<file path="config.mk">
export PLATFORM = sky130hd
export DESIGN_NAME = uart_rx
export DESIGN_NICKNAME = d
export VERILOG_FILES = /design/src/rtl/uart_pkg.sv /design/src/rtl/uart_rx_baud_tick_gen.sv /design/src/rtl/uart_rx.sv
export SDC_FILE = /design/constraint.sdc
export NUM_CORES = 1
export LEC_CHECK = 0
export ABC_CLOCK_PERIOD_IN_PS = 2300
export CORE_UTILIZATION = 50
export DETAILED_ROUTE_END_ITERATION = 6
export PLACE_DENSITY = 0.7
export SKIP_LAST_GASP = 1
export SLEW_MARGIN = 10
export SYNTH_ARGS = -nofsm -noshare
export SYNTH_HDL_FRONTEND = slang
export SYNTH_SLANG_ARGS = --single-unit
</file>
<file path="constraint.sdc">
create_clock -name clk -period 2.3 [get_ports clk]
set_input_delay 0.69 -clock clk [delete_from_list [all_inputs] [get_ports clk]]
set_output_delay 0.69 -clock clk [all_outputs]
set_load 0.03 [all_outputs]
</file>
<file path="src/rtl/uart_pkg.sv">
// Shared UART definitions: receiver states, default line settings
// and the sample-tick divisor used by both RX and TX.
package uart_pkg;

  typedef enum logic [2:0] {
    IDLE  = 3'd0,
    START = 3'd1,
    DATA  = 3'd2,
    STOP  = 3'd3,
    BREAK = 3'd4
  } rx_state_t;

  localparam int unsigned DEF_CLK_FREQ  = 100_000_000;
  localparam int unsigned DEF_BAUD      = 115200;
  localparam int unsigned DEF_OVERSAMPLE = 16;

  function automatic int unsigned calc_tick_div(
    input int unsigned clk_freq,
    input int unsigned baud,
    input int unsigned oversample
  );
    int unsigned rate;
    rate = baud * oversample;
    return (clk_freq + rate / 2) / rate;
  endfunction

endpackage

</file>
<file path="src/rtl/uart_rx_baud_tick_gen.sv">
// Sample-tick generator: one-cycle tick every DIV clocks,
// re-phased to zero by restart.
module baud_tick_gen #(
  parameter int unsigned DIV = 1
) (
  input  logic clk,
  input  logic rst,
  input  logic restart,
  output logic tick
);

  localparam int W = (DIV > 1) ? $clog2(DIV) : 1;
  localparam logic [W-1:0] LAST = W'(DIV - 1);

  generate
    if (DIV < 1) begin : g_bad_div
      $error("baud_tick_gen: DIV must be >= 1");
    end
  endgenerate

  logic [W-1:0] cnt;

  always_ff @(posedge clk) begin
    if (rst || restart) begin
      cnt <= '0;
    end else if (cnt == LAST) begin
      cnt <= '0;
    end else begin
      cnt <= cnt + 1'b1;
    end
  end

  assign tick = (cnt == LAST);

endmodule

</file>
<file path="src/rtl/uart_rx.sv">
// Debug UART receiver: 2-flop synchroniser, oversampled 8N1 framing
// with 3-sample majority vote, single-entry ready/valid output.
module uart_rx
  import uart_pkg::*;
#(
  parameter int unsigned CLK_FREQ   = DEF_CLK_FREQ,
  parameter int unsigned BAUD       = DEF_BAUD,
  parameter int unsigned OVERSAMPLE = DEF_OVERSAMPLE
) (
  input  logic       clk,
  input  logic       rst,
  input  logic       RX,
  output logic [7:0] rx_data,
  output logic       rx_valid,
  input  logic       rx_ready,
  output logic       frame_err,
  output logic       overrun_err
);

  localparam int unsigned TICK_DIV =
    calc_tick_div(CLK_FREQ, BAUD, OVERSAMPLE);
  localparam int SW = $clog2(OVERSAMPLE);

  localparam logic [SW-1:0] S0_IDX  = SW'(OVERSAMPLE / 2 - 1);
  localparam logic [SW-1:0] S1_IDX  = SW'(OVERSAMPLE / 2);
  localparam logic [SW-1:0] DEC_IDX = SW'(OVERSAMPLE / 2 + 1);
  localparam logic [SW-1:0] LAST    = SW'(OVERSAMPLE - 1);

  localparam logic [2:0] S_IDLE  = IDLE;
  localparam logic [2:0] S_START = START;
  localparam logic [2:0] S_DATA  = DATA;
  localparam logic [2:0] S_STOP  = STOP;
  localparam logic [2:0] S_BREAK = BREAK;

  generate
    if (TICK_DIV < 1) begin : g_bad_div
      $error("uart_rx: clock too slow for BAUD*OVERSAMPLE");
    end
    if ((OVERSAMPLE < 8) || (OVERSAMPLE % 2 != 0)) begin : g_bad_os
      $error("uart_rx: OVERSAMPLE must be even and >= 8");
    end
  endgenerate

  logic [1:0]    sync;
  logic          rxs;
  logic          rxs_d;
  logic [1:0]    warm;
  logic          armed;
  logic [2:0]    state;
  logic [SW-1:0] scnt;
  logic [2:0]    bidx;
  logic [7:0]    shreg;
  logic          s0;
  logic          s1;
  logic          tick;
  logic          fall;
  logic          restart;
  logic          decide;
  logic          bit_val;

  assign rxs     = sync[1];
  // rxs and rxs_d only hold real line samples three clocks after reset
  assign armed   = (warm == 2'd3);
  assign fall    = rxs_d & ~rxs;
  assign restart = (state == S_IDLE) && armed && fall;
  assign decide  = tick && (scnt == DEC_IDX);
  assign bit_val = (s0 & s1) | (s0 & rxs) | (s1 & rxs);

  baud_tick_gen #(
    .DIV(TICK_DIV)
  ) u_tick (
    .clk    (clk),
    .rst    (rst),
    .restart(restart),
    .tick   (tick)
  );

  always_ff @(posedge clk) begin
    if (rst) begin
      sync        <= 2'b11;
      rxs_d       <= 1'b1;
      warm        <= 2'd0;
      state       <= S_IDLE;
      scnt        <= '0;
      bidx        <= 3'd0;
      shreg       <= 8'd0;
      s0          <= 1'b1;
      s1          <= 1'b1;
      rx_data     <= 8'd0;
      rx_valid    <= 1'b0;
      frame_err   <= 1'b0;
      overrun_err <= 1'b0;
    end else begin
      sync        <= {sync[0], RX};
      rxs_d       <= rxs;
      frame_err   <= 1'b0;
      overrun_err <= 1'b0;
      if (!armed) begin
        warm <= warm + 2'd1;
      end
      if (rx_valid && rx_ready) begin
        rx_valid <= 1'b0;
      end
      if (tick && (state != S_IDLE) && (state != S_BREAK)) begin
        scnt <= (scnt == LAST) ? '0 : scnt + 1'b1;
        if (scnt == S0_IDX) s0 <= rxs;
        if (scnt == S1_IDX) s1 <= rxs;
      end
      unique case (1'b1)
        (state == S_IDLE): begin
          if (armed) begin
            if (fall) begin
              state <= S_START;
              scnt  <= '0;
            end else if (!rxs) begin
              state <= S_BREAK;
            end
          end
        end
        (state == S_START): begin
          if (decide) begin
            state <= bit_val ? S_IDLE : S_DATA;
            bidx  <= 3'd0;
          end
        end
        (state == S_DATA): begin
          if (decide) begin
            shreg <= {bit_val, shreg[7:1]};
            bidx  <= bidx + 3'd1;
            if (bidx == 3'd7) state <= S_STOP;
          end
        end
        (state == S_STOP): begin
          if (decide) begin
            state <= bit_val ? S_IDLE : S_BREAK;
            if (!bit_val) begin
              frame_err <= 1'b1;
            end else if (!rx_valid || rx_ready) begin
              rx_data  <= shreg;
              rx_valid <= 1'b1;
            end else begin
              overrun_err <= 1'b1;
            end
          end
        end
        (state == S_BREAK): begin
          if (rxs) state <= S_IDLE;
        end
        default: state <= S_IDLE;
      endcase
    end
  end

endmodule

</file>
# --- Word level (Yosys, flattened, before mapping) ---
# Index checks and enable logic that the tools add are counted.
word_totals:
  ff_bits: 42
  elab_cells: 94
op_classes:
  addsub: 4
  n_eq_ne: 19
  mux: 26
  bitwise_logic: 10
  n_reduce_logical: 21
ops:
  columns: ["op", "count"]
  rows:
  - ["3-bit 2-to-1 mux", 11]
  - ["4-bit 2-to-1 mux", 5]
  - ["3-bit case mux with 5 select lines", 1]
  - ["4-bit equality test (second input constant)", 3]
  - ["2-bit != test (second input constant)", 5]
  - ["1-bit 2-to-1 mux", 7]
  - ["7-bit AND reduction", 1]
  - ["6-bit by 1-bit adder with 6-bit output (second input constant)", 1]
  - ["3-bit by 2-bit equality test with 1-bit output (second input constant)", 2]
  - ["3-bit equality test (second input constant)", 2]
  - ["6-bit equality test (second input constant)", 1]
  - ["1-bit logical AND", 6]
  - ["3-bit != test (second input constant)", 2]
  - ["3-bit case mux with 2 select lines", 1]
  - ["2-bit AND reduction", 3]
  - ["4-bit by 1-bit adder with 4-bit output (second input constant)", 1]
  - ["1-bit AND", 4]
  - ["4-bit by 3-bit equality test with 1-bit output (second input constant)", 1]
  - ["1-bit inverter", 4]
  - ["4-bit AND reduction", 1]
  - ["4-bit OR reduction", 1]
  - ["3-bit by 1-bit adder with 3-bit output (second input constant)", 1]
  - ["3-bit by 1-bit equality test with 1-bit output (second input constant)", 1]
  - ["3-bit logical NOT", 1]
  - ["12 further kinds", 14]

# --- Depth between registers and ports, before layout ---
depth:
  ltp_word: 7
  depth_mapped: 7
  ltp_nobuf: 6

# --- Cells and area by module ---
# From an unflattened synthesis, not the netlist that was laid out.
hier_totals:
  cells_unflattened: 202
  area_unflattened_um2: 1869.3
modules_own_cells:
  columns: ["module", "n_inst", "cells_per_inst", "area_per_inst_um2"]
  rows:
  - ["uart_rx", 1, 174, 1611.5]
  - ["baud_tick_gen", 1, 28, 257.7]

# --- Worst setup path before layout ---
# No wires, ideal clock.
synth_timing:
  path_kind: "reg2reg"
  start: "register u_tick.cnt[0]"
  end: "register rx_data[2]"
  setup_time_ns: 0.072
  arrival_time_ns: 1.571
  t_required_ns: 2.228
  slack_ns: 0.658
  stages_incl_launch_ff: 7
  path_buffers: 1
  path_cell_list: "dfxtp_1 > ha_1 > nand4_1 > nor3_4 > and3_1 > buf_4 > mux2i_1"
synth_via:
  elab_chain_cells: 3
synth_lines:
  columns: ["element", "line_no", "rtl"]
  rows:
  - ["start, declared", "uart_rx_baud_tick_gen.sv:21", "logic [W-1:0] cnt;"]
  - ["start signal, assigned", "uart_rx_baud_tick_gen.sv:29", "cnt <= cnt + 1'b1;"]
  - ["6-bit equality test", "uart_rx_baud_tick_gen.sv:33", "assign tick = (cnt == LAST);"]
  - ["1-bit logical AND", "uart_rx.sv:66", "assign decide = tick && (scnt == DEC_IDX);"]
  - ["4-bit AND reduction (no source line)", null, null]
  - ["end signal, assigned", "uart_rx.sv:139", "rx_data <= shreg;"]
  - ["end, declared", "uart_rx.sv:13", "output logic [7:0] rx_data,"]
# No other way between the ends.
# A chain may end at the register's enable or synchronous reset.

# --- Worst setup path in the final report ---
layout_timing:
  start: "register rx_data[6]"
  end: "output port rx_data[6]"
# No word-level cell between the ends.

==> out/metrics.cfg <==
[critical_path]
ff2ff_setup_slack_ns=0.32
reg2reg_to=rx_data[7]$_SDFFE_PP0P_
crit_chain=clkdlybuf4s50_1
rr_worst_depth=6
critPathRequiredTime_ns=1.61
reg2reg_from=u_tick.cnt[0]$_SDFF_PP0_
crit_family=buffers and inverters
critPathCaptureType=output port
crit_path_max_fanout=2
critPathBufInv=1
cp_slowest_cell=clkdlybuf4s50_1
start_kind=register
path_depth=1
cp.arrival_ns=1.35
worstSetupPathType=reg2out
critPathMaxStageDelay_ns=0.68

[global_routing]
antenna_found_initial=0
met3_usage_pct=5.616
grt_max_degree=23
use_met1_pct=26.15
grt_usage_pct=21.15
grt_pass1_vias=1464
grt_pass1_wl_um=6596
grt_overflow_total=0
top_usage_layer=met2
use_met2_pct=34.97

[synthesis]
synth_common_cells=42 x dfxtp_1, 24 x nand2_1, 19 x mux2i_1
yosysTopAreaCell=dfxtp_1
yosysMostFrequentCell=dfxtp_1
synth_edf_count=0
synth_seq_cells=42
synthArstFlopShare_pct=0
synth_nets=207
yosysWarnings=0
ys_seq_area_share_pct=44.71
synth_top_area_share_pct=44.71
syn_area_sq_mm=0.001881
ys.flop_type=dfxtp_1
netlist_top_cells_area=dfxtp_1 45%, mux2i_1 10%, ha_1 5.3%
avgSynthCellArea_sq_um=9.644
netlist_instances=195
ys_types=44

[cells_and_area]
drive_gt1_share_pct=10.85
nNetsFinal=223
diodes=0
syn_to_final_growth_pct=15.24
fin_util_pct=62.48

[timing]
tns_ns=0
setup_viol=0
relSlewSlack_pct=59.66
hold_viol_final=0
fin_skew_ns=0.004239
finalMaxSlewViolations=0
rsz0062_at_grt=false
worst_pin_slew_ns=0.6044
period_needed_ns=2.037
finalCritPeriodShare_pct=88.56
fin_ws_ns=0.2631
max_clock_freq_mhz=491.0

[pwr]
p_seq_share_pct=53.0
switchingPower_mw=0.3318
peakVddDrop_v=0.0005068
powerDensity_mw_per_mm2=666.1
p_int_mw=1.112
swShare_pct=22.98
clkPwrFrac_pct=39.9
p_leak_nw=0.8319
combinationalPowerShare_pct=7.2

[clock_network]
ctsResizeCount=0
ctsHoldBuffers=0
clk_pin_slew_ns=0.08
numCtsBuffers=5
insertion_delay_ns=0.30
cts-root-buf=clkbuf_8
cts.sinks=42
cts_tree=yes
cts_max_level=2
cts_setup_buffers=0
clockBufferDepth=2

[detailed_routing]
wl_um=3569
dr.pass1.iters=4
vias=1403
wl_per_cell_um=13.83
antenna_left=0
drc=0
first_iter_violations=69
vias_per_cell=5.438

[place]
port_buffers=14
hpwlAfterDp_um=2565
pre_cts_ws_ns=0.06857
place_congestion=0.7661

[die]
core_area_sq_mm=0.003468
initial_core_util_pct=54.22
die_w_um=63.33
dieArea_sq_mm=0.004010
ios=15
die_y_um=63.33
rows=21

[min_path]
hold_end=sync[1]$_SDFF_PP1_
hold_depth=1
worstHoldPathType=reg2reg
min-delay-start=sync[0]$_SDFF_PP1_

[run_status]
run_status=completed

[run]
drv_cap=0

==> area by class of cell <==
cell class | instances | area [sq um]
clock buffer | 6 | 72.57
clock inverter | 2 | 37.54
fill | 313 | 1301
inverter | 8 | 30.03
multi-input combinational | 137 | 965.9
sequential | 42 | 840.8
tap | 46 | 57.56
timing repair buffer | 17 | 162.7
==> kinds of logic after synthesis <==
logic type | after synthesis | share of synthesized area, %
flops | 42 | 44.71
fa+ha+maj | 9 | 5.922
simple gates | 77 | 22.42
xor+xnor | 6 | 2.794
compound gates | 26 | 10.11
mux | 19 | 10.11
buf+inv | 16 | 3.925
==> flip-flops by register name, summed over array words and instances, names as in the netlist <==
| name | cells |
|---|---|
| s0 | 1 |
| state | 3 |
| warm | 2 |
| rxs_d | 1 |
| rx_data | 8 |
| rx_valid | 1 |
| u_tick.cnt | 6 |
| scnt | 4 |
| overrun_err | 1 |
| sync | 2 |
| bidx | 3 |
| s1 | 1 |
| frame_err | 1 |
| shreg | 8 |
==> layer usage <==
metal  vias to the layer above  part of all wire [%]
met5                         -                     0
met4                         0                   1.7
met3                         5                   3.4
met2                        21                    49
met1                       666                    46
li1                        711                     -
==> worst reg2reg max path: stages (launching register included) <==
cell,delay (ns)
dfxtp_1,0.38
ha_1,0.30
nand4_1,0.23
nor3_4,0.33
and3_1,0.21
buf_4,0.20
mux2i_1,0.25
==> how the worst max path moves through the flow <==
stage	from	end	slack [ns]
final	rx_data[6]$_SDFFE_PP0P_	rx_data[6]	0.26
after global routing	u_tick.cnt[0]$_SDFF_PP0_	rx_data[7]$_SDFFE_PP0P_	0.11
after CTS	rx_data[5]$_SDFFE_PP0P_	rx_data[5]	0.28
after detailed placement	rst	rx_data[7]$_SDFFE_PP0P_	0.07
after global placement	rst	rx_data[5]$_SDFFE_PP0P_	0.20
after floorplan	u_tick.cnt[0]$_SDFF_PP0_	rx_data[2]$_SDFFE_PP0P_	0.66
==> per-stage QoR <==
| step | area [sq um] | cells | hold WS, ns | power, mW |
|---|---|---|---|---|
| 2_1_floorplan | 1881 | 195 | 0.3895 | 0.8551 |
| 3_3_place_gp | 2057 | 250 | 0.3951 | 0.8753 |
| 3_5_place_dp | 2057 | 250 | 0.4007 | 0.8854 |
| 4_1_cts | 2167 | 258 | 0.4194 | 1.450 |
| 5_1_grt | 2167 | 258 | 0.4339 | 1.506 |
| 6_report | 2167 | 258 | 0.4141 | 1.444 |
==> layout by cell type (no fill, tap or decap), drive strengths merged, types with 4 or more instances in the layout <==
cell type,n
xor2,4
o21ai,4
mux2i,19
a21oi,6
ha,8
nand3,7
clkdlybuf4s50,14
nand2,24
nand4,5
nor2,17
clkbuf,6
inv,8
and3,4
nor2b,5
dfxtp,42
==> power by group through the flow <==
stage               sequential, mW  clock, mW  combinational (mW)
finish                       0.764      0.576               0.103
global route                 0.768      0.618               0.120
detailed placement           0.782          0               0.103
CTS                          0.765      0.581               0.104
floorplan                    0.777          0              0.0785
global placement             0.780          0              0.0952
Note: power is estimated with default switching activity, not from simulation.
